[src/rtl/video_timing_analyzer.sv]
// video_timing_analyzer
// Monitors a video bus (ce_pix, syncs, de), measures line/frame geometry and
// reports when the measured geometry has repeated for LOCK_FRAMES frames.
module video_timing_analyzer #(
    parameter logic SYNC_POL    = 1'b0,
    parameter int   LOCK_FRAMES = 2
) (
    input  logic        clk,
    input  logic        reset,
    input  logic        ce_pix,
    input  logic        h_sync,
    input  logic        v_sync,
    input  logic        de,
    output logic [11:0] h_total,
    output logic [11:0] h_active,
    output logic [11:0] h_sync_width,
    output logic [11:0] v_total,
    output logic [11:0] v_active,
    output logic [11:0] v_sync_width,
    output logic        frame_strobe,
    output logic        locked,
    output logic [1:0]  state
);

    typedef enum logic [1:0] {
        S_SEARCH  = 2'd0,
        S_MEASURE = 2'd1,
        S_VERIFY  = 2'd2,
        S_LOCKED  = 2'd3
    } state_t;

    localparam logic [11:0] CNT_MAX = 12'hFFF;
    localparam logic [3:0]  LOCK_N  = 4'(LOCK_FRAMES);

    function automatic logic [11:0] sat_inc(input logic [11:0] v);
        return (v == CNT_MAX) ? v : v + 12'd1;
    endfunction

    state_t      cur_st, nxt_st;

    // sampled sync levels and their previous-sample copies
    logic        hs, vs;
    logic        hs_prev, vs_prev;
    logic        hs_edge, vs_edge, timeout;

    // per-line counters over [hs_edge, next hs_edge)
    logic [11:0] dot_cnt, de_cnt, hs_cnt;
    // values of the most recently closed line
    logic [11:0] last_dot, last_hs;
    // per-frame accumulators
    logic [11:0] line_cnt, h_max, act_lines, vs_lines;

    // accumulator values after closing the current line (if one closes now)
    logic [11:0] last_dot_c, last_hs_c, line_cnt_c, h_max_c, act_c, vsl_c;
    logic [71:0] frame_tuple, ref_tuple;
    logic        tuple_match;

    logic [3:0]  match_cnt, match_nxt, match_inc;
    logic        locked_nxt, publish, load_ref;

    assign hs      = (h_sync == SYNC_POL);
    assign vs      = (v_sync == SYNC_POL);
    assign hs_edge = ce_pix & hs & ~hs_prev;
    assign vs_edge = ce_pix & vs & ~vs_prev;
    assign timeout = ce_pix & ((dot_cnt == CNT_MAX) | (line_cnt == CNT_MAX));

    // line close happens ahead of frame close, so a coincident hs_edge
    // contributes its line to the frame that is ending
    always_comb begin
        last_dot_c = last_dot;
        last_hs_c  = last_hs;
        line_cnt_c = line_cnt;
        h_max_c    = h_max;
        act_c      = act_lines;
        vsl_c      = vs_lines;
        if (hs_edge) begin
            last_dot_c = dot_cnt;
            last_hs_c  = hs_cnt;
            line_cnt_c = sat_inc(line_cnt);
            if (de_cnt > h_max) h_max_c = de_cnt;
            if (de_cnt != 12'd0) act_c = sat_inc(act_lines);
            if (vs) vsl_c = sat_inc(vs_lines);
        end
    end

    assign frame_tuple = {last_dot_c, h_max_c, last_hs_c, line_cnt_c, act_c, vsl_c};
    assign tuple_match = (frame_tuple == ref_tuple);
    assign match_inc   = match_cnt + 4'd1;

    // line and frame counters; a timeout drops everything back to zero
    always_ff @(posedge clk or posedge reset) begin
        if (reset) begin
            hs_prev   <= 1'b1;
            vs_prev   <= 1'b1;
            dot_cnt   <= '0;
            de_cnt    <= '0;
            hs_cnt    <= '0;
            last_dot  <= '0;
            last_hs   <= '0;
            line_cnt  <= '0;
            h_max     <= '0;
            act_lines <= '0;
            vs_lines  <= '0;
        end else if (ce_pix) begin
            hs_prev <= hs;
            vs_prev <= vs;
            if (timeout) begin
                dot_cnt   <= '0;
                de_cnt    <= '0;
                hs_cnt    <= '0;
                last_dot  <= '0;
                last_hs   <= '0;
                line_cnt  <= '0;
                h_max     <= '0;
                act_lines <= '0;
                vs_lines  <= '0;
            end else begin
                if (hs_edge) begin
                    dot_cnt <= 12'd1;
                    de_cnt  <= {11'd0, de};
                    hs_cnt  <= {11'd0, hs};
                end else begin
                    dot_cnt <= sat_inc(dot_cnt);
                    if (de) de_cnt <= sat_inc(de_cnt);
                    if (hs) hs_cnt <= sat_inc(hs_cnt);
                end
                last_dot <= last_dot_c;
                last_hs  <= last_hs_c;
                if (vs_edge) begin
                    line_cnt  <= '0;
                    h_max     <= '0;
                    act_lines <= '0;
                    vs_lines  <= '0;
                end else begin
                    line_cnt  <= line_cnt_c;
                    h_max     <= h_max_c;
                    act_lines <= act_c;
                    vs_lines  <= vsl_c;
                end
            end
        end
    end

    // lock FSM: next state, publish/reference control and match counting
    always_comb begin
        nxt_st     = cur_st;
        publish    = 1'b0;
        load_ref   = 1'b0;
        match_nxt  = match_cnt;
        locked_nxt = locked;
        if (timeout) begin
            nxt_st     = S_SEARCH;
            locked_nxt = 1'b0;
            match_nxt  = '0;
        end else if (vs_edge) begin
            case (cur_st)
                S_SEARCH: begin
                    nxt_st = S_MEASURE;
                end
                S_MEASURE: begin
                    publish   = 1'b1;
                    load_ref  = 1'b1;
                    match_nxt = '0;
                    nxt_st    = S_VERIFY;
                end
                S_VERIFY: begin
                    publish = 1'b1;
                    if (tuple_match) begin
                        match_nxt = match_inc;
                        if (match_inc >= LOCK_N) begin
                            nxt_st     = S_LOCKED;
                            locked_nxt = 1'b1;
                        end
                    end else begin
                        load_ref  = 1'b1;
                        match_nxt = '0;
                    end
                end
                S_LOCKED: begin
                    publish = 1'b1;
                    if (!tuple_match) begin
                        load_ref   = 1'b1;
                        match_nxt  = '0;
                        locked_nxt = 1'b0;
                        nxt_st     = S_VERIFY;
                    end
                end
                default: nxt_st = S_SEARCH;
            endcase
        end
    end

    // FSM state, match counter, lock flag and reference tuple
    always_ff @(posedge clk or posedge reset) begin
        if (reset) begin
            cur_st    <= S_SEARCH;
            match_cnt <= '0;
            locked    <= 1'b0;
            ref_tuple <= '0;
        end else if (ce_pix) begin
            cur_st    <= nxt_st;
            match_cnt <= match_nxt;
            locked    <= locked_nxt;
            if (load_ref) ref_tuple <= frame_tuple;
        end
    end

    // published measurement; strobe lasts exactly one clk regardless of ce_pix
    always_ff @(posedge clk or posedge reset) begin
        if (reset) begin
            h_total      <= '0;
            h_active     <= '0;
            h_sync_width <= '0;
            v_total      <= '0;
            v_active     <= '0;
            v_sync_width <= '0;
            frame_strobe <= 1'b0;
        end else begin
            frame_strobe <= publish;
            if (publish) begin
                h_total      <= last_dot_c;
                h_active     <= h_max_c;
                h_sync_width <= last_hs_c;
                v_total      <= line_cnt_c;
                v_active     <= act_c;
                v_sync_width <= vsl_c;
            end
        end
    end

    assign state = cur_st;

endmodule

[config.mk]
export PLATFORM = sky130hd
export DESIGN_NAME = video_timing_analyzer
export DESIGN_NICKNAME = d
export VERILOG_FILES = /design/src/rtl/video_timing_analyzer.sv
export SDC_FILE = /design/constraint.sdc
export NUM_CORES = 1
export LEC_CHECK = 0
export ABC_AREA = 1
export CAP_MARGIN = 20
export CORE_MARGIN = 1.5
export CORE_UTILIZATION = 45
export DETAILED_ROUTE_END_ITERATION = 8
export SYNTH_ARGS = -nofsm -noshare
export SYNTH_HDL_FRONTEND = slang
export SYNTH_SLANG_ARGS = --single-unit
[constraint.sdc]
create_clock -name clk -period 12.6 [get_ports clk]
set_input_delay 1.26 -clock clk [delete_from_list [all_inputs] [get_ports clk]]
set_output_delay 1.26 -clock clk [all_outputs]
set_load 0.005 [all_outputs]
Word level (Yosys, flattened, before mapping)
Index checks and enable logic that the tools add are counted.
Widths: inputs -> output; s select.
{ "op_classes": {"mux": 57, "n_eq_ne": 17, "n_reduce_logical": 15, "add_sub_neg": 7, "n_bitwise": 10, "order_cmp": 2} }
{ "op_table": {"columns": ["operator", "count"], "rows": [
  ["$mux 12", 33],
  ["$add 12x1->12 const B", 6],
  ["$eq 12x12->1 const B", 6],
  ["$eq 72x72->1", 1],
  ["$ne 3x3->1 const B", 6],
  ["$mux 4", 4],
  ["$gt 12x12->1", 1],
  ["$pmux 4 s3", 1],
  ["$reduce_bool 12->1", 1],
  ["$mux 1", 11],
  ["$mux 2", 5],
  ["$pmux 2 s4", 1],
  ["$reduce_and 3->1", 2],
  ["$reduce_and 6->1", 1],
  ["$reduce_bool 3->1", 2],
  ["$and 1x1->1", 5],
  ["$reduce_and 5->1", 1],
  ["$add 4x1->4 const B", 1],
  ["$eq 2x2->1 const B", 2],
  ["$ge 4x2->1 const B", 1],
  ["$not 1->1", 4],
  ["$pmux 1 s2", 2],
  ["$reduce_and 2->1", 2],
  ["$reduce_and 4->1", 1],
  ["8 further kinds", 8]
]} }
{ "word_totals": {"ff_bits": 262, "elab_cells": 130, "in_bits": 6, "out_inout_bits": 76} }

Depth between registers and ports, before layout
Gate-level depths: netlist of run 1.
{ "logic_depth": {"depth_word": 10, "depth_mapped": 24, "ltp_nobuf": 24} }

Least setup slack after synthesis of run 1
Ideal clock, no wire load.
{ "synth_path": {"kind": "input-to-reg", "startpoint": "input h_sync", "endpoint": "register ref_tuple[70]", "n_path_buf": 4, "arrival_time_ps": 3230, "required_ps": 12473, "path_slack_ps": 9243, "cell_stages": 20, "setup_time_ps": 127, "path_cell_list": "inv_1 -> nand2_1 -> nor2_4 -> buf_4 -> buf_2 -> nand2_1 -> nand2_1 -> nand3_1 -> nand2_1 -> nand2_1 -> nor2_1 -> nand2_1 -> nor2_1 -> nand3_1 -> nor2_2 -> nand2_2 -> o21ai_4 -> buf_6 -> buf_6 -> o21ai_0"} }
{ "synth_between": {"elab_chain_cells": 10, "word_cells_on_any_way": 15, "cone_classes": "1 x eq/ne; 10 x mux; 3 x bitwise; 1 x reduce/logical"} }
{ "synth_rtl": {"columns": ["item", "line_no", "text"], "rows": [
  ["start, declared", "11", "input logic h_sync,"],
  ["$not 1->1 *", "61", "assign hs = (h_sync == SYNC_POL);"],
  ["$and 1x1->1 * (2 in a row)", "63", "assign hs_edge = ce_pix & hs & ~hs_prev;"],
  ["$mux 12", "76", "if (hs_edge) begin"],
  ["$eq 72x72->1", "87", "assign tuple_match = (frame_tuple == ref_tuple);"],
  ["$mux 1", "168, 181", null],
  ["$pmux 1 s2", "156", "case (cur_st)"],
  ["$mux 1", "155", "end else if (vs_edge) begin"],
  ["$mux 1", "151", "if (timeout) begin"],
  ["$reduce_and 2->1 (no line)", null, null],
  ["end signal, assigned", "204", "if (load_ref) ref_tuple <= frame_tuple;"],
  ["end, declared", "55", "logic [71:0] frame_tuple, ref_tuple;"]
]} }
Every way passes the cells marked *; elsewhere a longest branch is shown, timed or not.
A chain may end at the register's enable or synchronous reset.

Worst setup path after layout of run 1
{ "layout_path": {"startpoint": "input ce_pix", "endpoint": "register ref_tuple[46]"} }
{ "layout_between": {"elab_chain_cells": 9, "word_cells_on_any_way": 17, "cone_classes": "1 x eq/ne; 10 x mux; 5 x bitwise; 1 x reduce/logical"} }
{ "layout_rtl": {"columns": ["item", "line_no", "text"], "rows": [
  ["start, declared", "10", "input logic ce_pix,"],
  ["$and 1x1->1 (2 in a row)", "63", null],
  ["$mux 12", "76", null],
  ["$eq 72x72->1", "87", null],
  ["$mux 1", "168, 181", null],
  ["$pmux 1 s2", "156", null],
  ["$mux 1", "155", null],
  ["$mux 1", "151", null],
  ["$reduce_and 2->1 (no line)", null, null]
]} }
Several ways; a longest one is shown, not always the timed one.

==> results of run 1 <==
[stage by stage]
step / worst slack [ps] / instance area [um^2] / total power [mW]
5_1_grt: 5890 / 15800 / 3.21
4_1_cts: 6390 / 15800 / 3.01
3_5_place_dp: 5810 / 14800 / 2.09
6_report: 6440 / 15800 / 2.98
3_3_place_gp: 5990 / 14800 / 2.07
2_1_floorplan: 4130 / 13700 / 1.76
[worst min path at each step]
stage / cells past startpoint / endpoint / slack, ps
2_1_floorplan: 2 / vs_prev$_DFFE_PP1P_ / 450
3_3_place_gp: 2 / h_active[6]$_DFFE_PP0P_ / 460
3_5_place_dp: 2 / h_active[10]$_DFFE_PP0P_ / 470
4_1_cts: 2 / h_active[10]$_DFFE_PP0P_ / 490
5_1_grt: 2 / v_active[8]$_DFFE_PP0P_ / 500
6_report: 2 / h_active[10]$_DFFE_PP0P_ / 480
[metal layers]
| metal | track usage | up-vias | routed length (um) |
|---|---|---|---|
| met3 | 0.0281 | 44 | 1260 |
| met4 | 0.0588 | 0 | 809 |
| met2 | 0.349 | 189 | 14700 |
| met1 | 0.328 | 5469 | 17000 |
| met5 | 0 | - | 0 |
| li1 | - | 6031 | - |
[cells by family (layout without fill, tap and decap cells)]
kind of cell             after synthesis  in the layout  share of synthesized area
XOR/XNOR                              15             15                    0.00956
adder cells (fa/ha/maj)               21             21                     0.0191
buffers and inverters                298            375                     0.0888
AO/OA/AOI/OAI                        234            234                     0.0900
other                                  0              1                          0
flip-flops                           262            262                      0.477
AND/OR/NAND/NOR                     1019           1019                      0.315
[synth_stat cells, drive strengths merged (2+ instances only)]
cell type  number  area [um^2]
a21oi          28          140
a221oi          2         17.5
a31oi           3         18.8
buf            34          230
clkbuf         35          131
dfrtp         260         6510
dfstp           2         52.6
ha             21          263
inv           229          860
nand2         607         2290
nand3         148          766
nand3b         19          143
nand4          30          188
nor2          134          528
nor3           69          345
nor3b           3         22.5
nor4            5         31.3
o211ai          6         45.0
o21a            3         22.5
o21ai         185          937
o21bai          2         15.0
or2             4         25.0
xnor2           5         43.8
xor2           10         87.6
[power by group through the flow]
| stage | combinational (mW) | sequential [mW] | clock, mW |
|---|---|---|---|
| 3_3_place_gp | 0.876 | 1.20 | 0 |
| 4_1_cts | 0.896 | 1.19 | 0.926 |
| 5_1_grt | 1.03 | 1.22 | 0.963 |
| 3_5_place_dp | 0.891 | 1.20 | 0 |
| 2_1_floorplan | 0.581 | 1.18 | 0 |
| 6_report | 0.884 | 1.19 | 0.906 |
[cells in the final DEF, fill, tap and decap left out, types with 6 or more instances in the layout]
cell and n:
nor2_1 127, ha_1 21, o21ai_1 48, xor2_1 10, buf_4 11, a21oi_1 28
clkdlybuf4s50_1 81, clkinv_2 10, nand3_1 143, nor3_1 69, nand2_1 603, dfrtp_1 260
o21ai_0 136, clkbuf_16 29, inv_1 225, o211ai_1 6, nand4_1 30, nand3b_1 19
[worst register-to-register path: cells and delay by family (launching register included)]
kind	cells	cell delay (ps)
flip-flops	1	480
adder cells (fa/ha/maj)	1	390
AND/OR/NAND/NOR	13	2430
buffers and inverters	2	1290
AO/OA/AOI/OAI	3	470
[registers in the layout, indices dropped and copies added, names as in the netlist]
register	cells
v_active	12
hs_prev	1
dot_cnt	12
vs_lines	12
match_cnt	4
vs_prev	1
v_total	12
state	2
h_active	12
last_hs	12
act_lines	12
ref_tuple	72
line_cnt	12
last_dot	12
v_sync_width	12
h_sync_width	12
locked	1
h_total	12
frame_strobe	1
h_max	12
de_cnt	12
hs_cnt	12
[cell type report]
type | count | area (um^2)
fill | 2952 | 14100
sequential | 262 | 6560
multi-input combinational | 1289 | 5980
timing repair buffer | 92 | 893
inverter | 229 | 867
clock buffer | 35 | 798
tap | 390 | 488
clock inverter | 19 | 231
antenna | 1 | 2.50
==> results.yml, run 1 <==
worst_setup_path:
  worst_ep_arrival_time_ps: 6550
  critPathKind: "input pin to flop"
  worstSetupEndpoint: "ref_tuple[46]$_DFFE_PP0P_"
  path_delay_family: "buffers and inverters"
  cp.depth: 18
  crit_start: "ce_pix"
  cp_max_fo: 86
  worstPathRequired_ps: 12990
  start_kind: "input pin"
  cpPeakStageDelay_ps: 770
  r2r_slack_ps: 7360
  crit_buf_inv: 4
  r2r_cells: 19
  rr_startpoint: "de_cnt[7]$_DFFE_PP0P_"
  critPathSlowestCell: "buf_4"
  rr_endpoint: "ref_tuple[46]$_DFFE_PP0P_"
  critPathCaptureType: "flop"
  crit_chain: "clkdlybuf4s50_1 > nand3_2 > buf_4 > nor2_1 > nand2_2 > nor2_1 > nand2_1 > nand2_1 > xor2_1 > nand2_1 > nor2_1 > nand3_1 > nor2_2 > nand2_2 > o21ai_4 > buf_4 > buf_4 > o21ai_0"
power:
  p_int_mw: 1.97
  switching_share: 0.339
  netSwitchingPower_mw: 1.01
  pwr-share-seq: 0.400
  clock_power_share: 0.304
  p_leak_nw: 7.57
  vdd_drop_max_v: 0.000122
  pwr-share-comb: 0.296
  power_density_mw_per_mm2: 188
finish:
  stdcell_count: 2317
  area_growth_pct: 15.1
  final_nets: 1930
  fin_util: 0.530
  drive_gt1_frac: 0.0472
timing:
  min_period_over_period: 0.489
  worstMarginPinSlew_ps: 851
  finalSetupViolations: 0
  setup_tns_ps: 0
  min_period_ps: 6160
  hold_slack_ps: 478
  drv_slew: 0
  skew_ps: 9.79
  relSlewSlack: 0.432
  fmax_mhz: 162
  rsz0062_at_grt: "false"
  final_hold_viol_count: 0
global_routing:
  grt_max_degree: 102
  antenna_found_initial: 0
  grt_first_pass_wirelength_um: 56900
  grt_pass1_vias: 11211
  grt_use_total: 0.224
  gr-total-overflow: 0
clock_tree:
  htreeDepth: 1
  clock_tree.root_cell: "clkbuf_16"
  tritoncts: "done"
  cts.clk_slew.worst_paths_ps: 60
  numCtsBuffers: 29
  postCtsSetupBuffers: 0
  cts_max_path_buffers: 3
  cts_hold_buf: 0
  clock_latency_ps: 550
  ctsResizeCount: 0
  clock_sinks: 262
die:
  dieArea_mm2: 0.0316
  core.rowCount: 63
  core_area_mm2: 0.0299
  io_pins: 82
  die_w_um: 178
  die_h_um: 178
  start_util: 0.460
synthesis:
  ys_types: 38
  synth_area_mm2: 0.0137
  syn_nets: 1876
  synthCells: 1849
  ys.warnings.count: 0
  synth_seq_cells: 262
  syn-mean-instance-area_um2: 7.43
  async_flop_share: 1.00
  synth-edff-count: 0
  synth-main-ff-cell: "dfrtp_1"
  seq_area_frac_synth: 0.477
routing:
  vias: 11733
  remaining_drc_errors: 0
  dr.pass1.iters: 7
  drt-vias-per-instance: 5.06
  avgRoutedWirePerCell_um: 14.6
  wl_um: 33700
  antenna_left: 0
  drt_iter0_markers: 871
worst_hold_path:
  hold_path_class: "flop to flop"
  hp-start: "h_active[10]$_DFFE_PP0P_"
placement:
  routabilityCongestion: 0.846
  dp_cells: 2262
  port_buffers: 81
  post-dp-hpwl_um: 23400
flow_run:
  timing.max_cap.violations: 0
run_status:
  outcome: "complete, no violations"
No activity file was read; power rests on OpenSTA's default activity.
==> run 2, diff against run 1 <==
Clock period 12.6 ns to 6 ns, I/O delays scaled along.
==> run 2 against run 1 <==
  * Critical path depth up 2
  * Clock power is 110% higher
  * Hold slack worse by 170 ps
  * Non-clock buffer count grew 5
  * First-iteration DRC count fell by 17%
  * Count of clock-buffer cells in the layout grew 10
  * Largest cell class unchanged
  * Largest power group unchanged
  * Highest routed layer unchanged
==> results.yml, run 2 (synthesis gave the netlist of run 1 again) <==
routing:
  drt_iter0_markers: 722
  dr.pass1.iters: 5
  wl_um: 34000
  vias: 11728
  avgRoutedWirePerCell_um: 14.6
  antenna_left: 0
  remaining_drc_errors: 0
  drt-vias-per-instance: 5.06
timing:
  final_hold_viol_count: 0
  min_period_ps: 4590
  worst_slack_ps: 1410
  drv_slew: 0
  relSlewSlack: 0.407
  rsz0062_at_grt: "false"
  fmax_mhz: 218
  finalSetupViolations: 0
  setup_tns_ps: 0
  skew_ps: 8.96
  min_period_over_period: 0.765
  hold_slack_ps: 309
  worstMarginPinSlew_ps: 889
flow_run:
  timing.max_cap.violations: 0
power:
  power_density_mw_per_mm2: 392
  p_leak_nw: 7.58
  vdd_drop_max_v: 0.000223
die:
  die_h_um: 178
  io_pins: 82
  core.rowCount: 63
  core_area_mm2: 0.0299
  die_w_um: 178
  start_util: 0.460
  dieArea_mm2: 0.0316
clock_tree:
  htreeDepth: 1
  cts_max_path_buffers: 3
  postCtsSetupBuffers: 0
  clock_latency_ps: 550
  ctsResizeCount: 0
  cts.clk_slew.worst_paths_ps: 60
  clock_tree.root_cell: "clkbuf_16"
  tritoncts: "done"
  numCtsBuffers: 29
  cts_hold_buf: 0
  clock_sinks: 262
worst_setup_path:
  cpPeakStageDelay_ps: 710
  cp_max_fo: 56
  r2r_cells: 20
  start_kind: "flop"
  critPathCaptureType: "flop"
  critPathSlowestCell: "nand2_1"
  worst_ep_arrival_time_ps: 5000
  worstPathRequired_ps: 6410
  crit_chain: "ha_1 > nand2_1 > nor2_1 > nand2_1 > inv_1 > nand2_1 > nand3_1 > nand2_1 > nand2_1 > nand2_1 > nand2_1 > nand2_1 > nand2_1 > nor2_1 > nand2_1 > nor2_1 > nand2_2 > o21ai_4 > buf_4 > o21ai_0"
  critPathKind: "flop to flop"
  cp_common_cell: "nand2_1"
finish:
  final_common_cell: "nand2_1"
  final_nets: 1935
  fill_cells: 2836
  largest_register: "ref_tuple"
  area_growth_pct: 15.4
  regArea_mm2: 0.00656
  largest_reg_flops: 72
  diodes: 0
  final_cell_mix: "nand2_1, dfrtp_1, inv_1, nand3_1, o21ai_0"
  stdcell_count: 2320
  multi_input_area_mm2: 0.00598
  drive_gt1_frac: 0.0451
  fin_area_mm2: 0.0159
placement:
  port_buffers: 81
  post-dp-hpwl_um: 23700
  place_worst_setup_slack_ps: 1050
  routabilityCongestion: 0.846
  dp_cells: 2266
  dpl_cell_area_mm2: 0.0148
global_routing:
  gr-total-overflow: 0
  grt_pass1_vias: 11032
  antenna_found_initial: 0
  grt_use_total: 0.223
  grt_first_pass_wirelength_um: 56700
  grt_max_degree: 99
worst_hold_path:
  hold_path_class: "input pin to async pin"
run_status:
  outcome: "complete, no violations"
[run 2: cell count changes in the layout (fill, tap and decap cells not counted), moves of 2 or more]
cell,previous run,this run
buf_12,0,2
clkbuf_1,1,9
clkbuf_8,5,7
buf_4,11,13
clkinv_2,10,2
[run 2: critical path, delay by kind of cell (launching register included)]
kind,cells,cell delay (ps)
buffers and inverters,2,540
adder cells (fa/ha/maj),1,390
flip-flops,1,500
AND/OR/NAND/NOR,15,2640
AO/OA/AOI/OAI,2,340
[run 2: power breakdown]
part	leakage, nW	switching [mW]	internal [mW]
clock network	0.487	0.722	1.15
logic	3.64	1.05	0.795
registers	3.46	0.314	2.19
total	7.58	2.08	4.13
[run 2: worst paths after layout]
| check | start | endpoint | slack, ps |
|---|---|---|---|
| max | de_cnt[7]$_DFFE_PP0P_ | ref_tuple[15]$_DFFE_PP0P_ | 1410 |
| min | reset | ref_tuple[51]$_DFFE_PP0P_ | 310 |
| max reg2reg | de_cnt[7]$_DFFE_PP0P_ | ref_tuple[15]$_DFFE_PP0P_ | 1410 |
| min reg2reg | h_active[7]$_DFFE_PP0P_ | h_active[7]$_DFFE_PP0P_ | 480 |
| max in group asynchronous | reset | h_max[11]$_DFFE_PP0P_ | 3910 |
| min in group clk | h_active[7]$_DFFE_PP0P_ | h_active[7]$_DFFE_PP0P_ | 480 |
[run 2: layout make-up]
class,instances,area share
sequential,262,0.413
timing repair buffer,97,0.0615
multi-input combinational,1289,0.377
inverter,229,0.0544
clock buffer,45,0.0539
clock inverter,8,0.00922
tap,390,0.0307
[run 2: per-stage QoR]
| stage | power [mW] | utilization |
|---|---|---|
| 2_1_floorplan | 3.69 | - |
| 6_report | 6.22 | 0.531 |
| 4_1_cts | 6.28 | 0.530 |
| 3_5_place_dp | 4.38 | 0.497 |
| 5_1_grt | 6.70 | 0.531 |
| 3_3_place_gp | 4.34 | 0.497 |
[run 2: routing by layer]
metal  global-route usage  wire [um]  vias to the layer above
li1                     -          -                     6029
met1                0.325      17100                     5460
met2                0.355      15100                      200
met3               0.0291       1410                       39
met4               0.0448        439                        0
met5                    0          0                        -
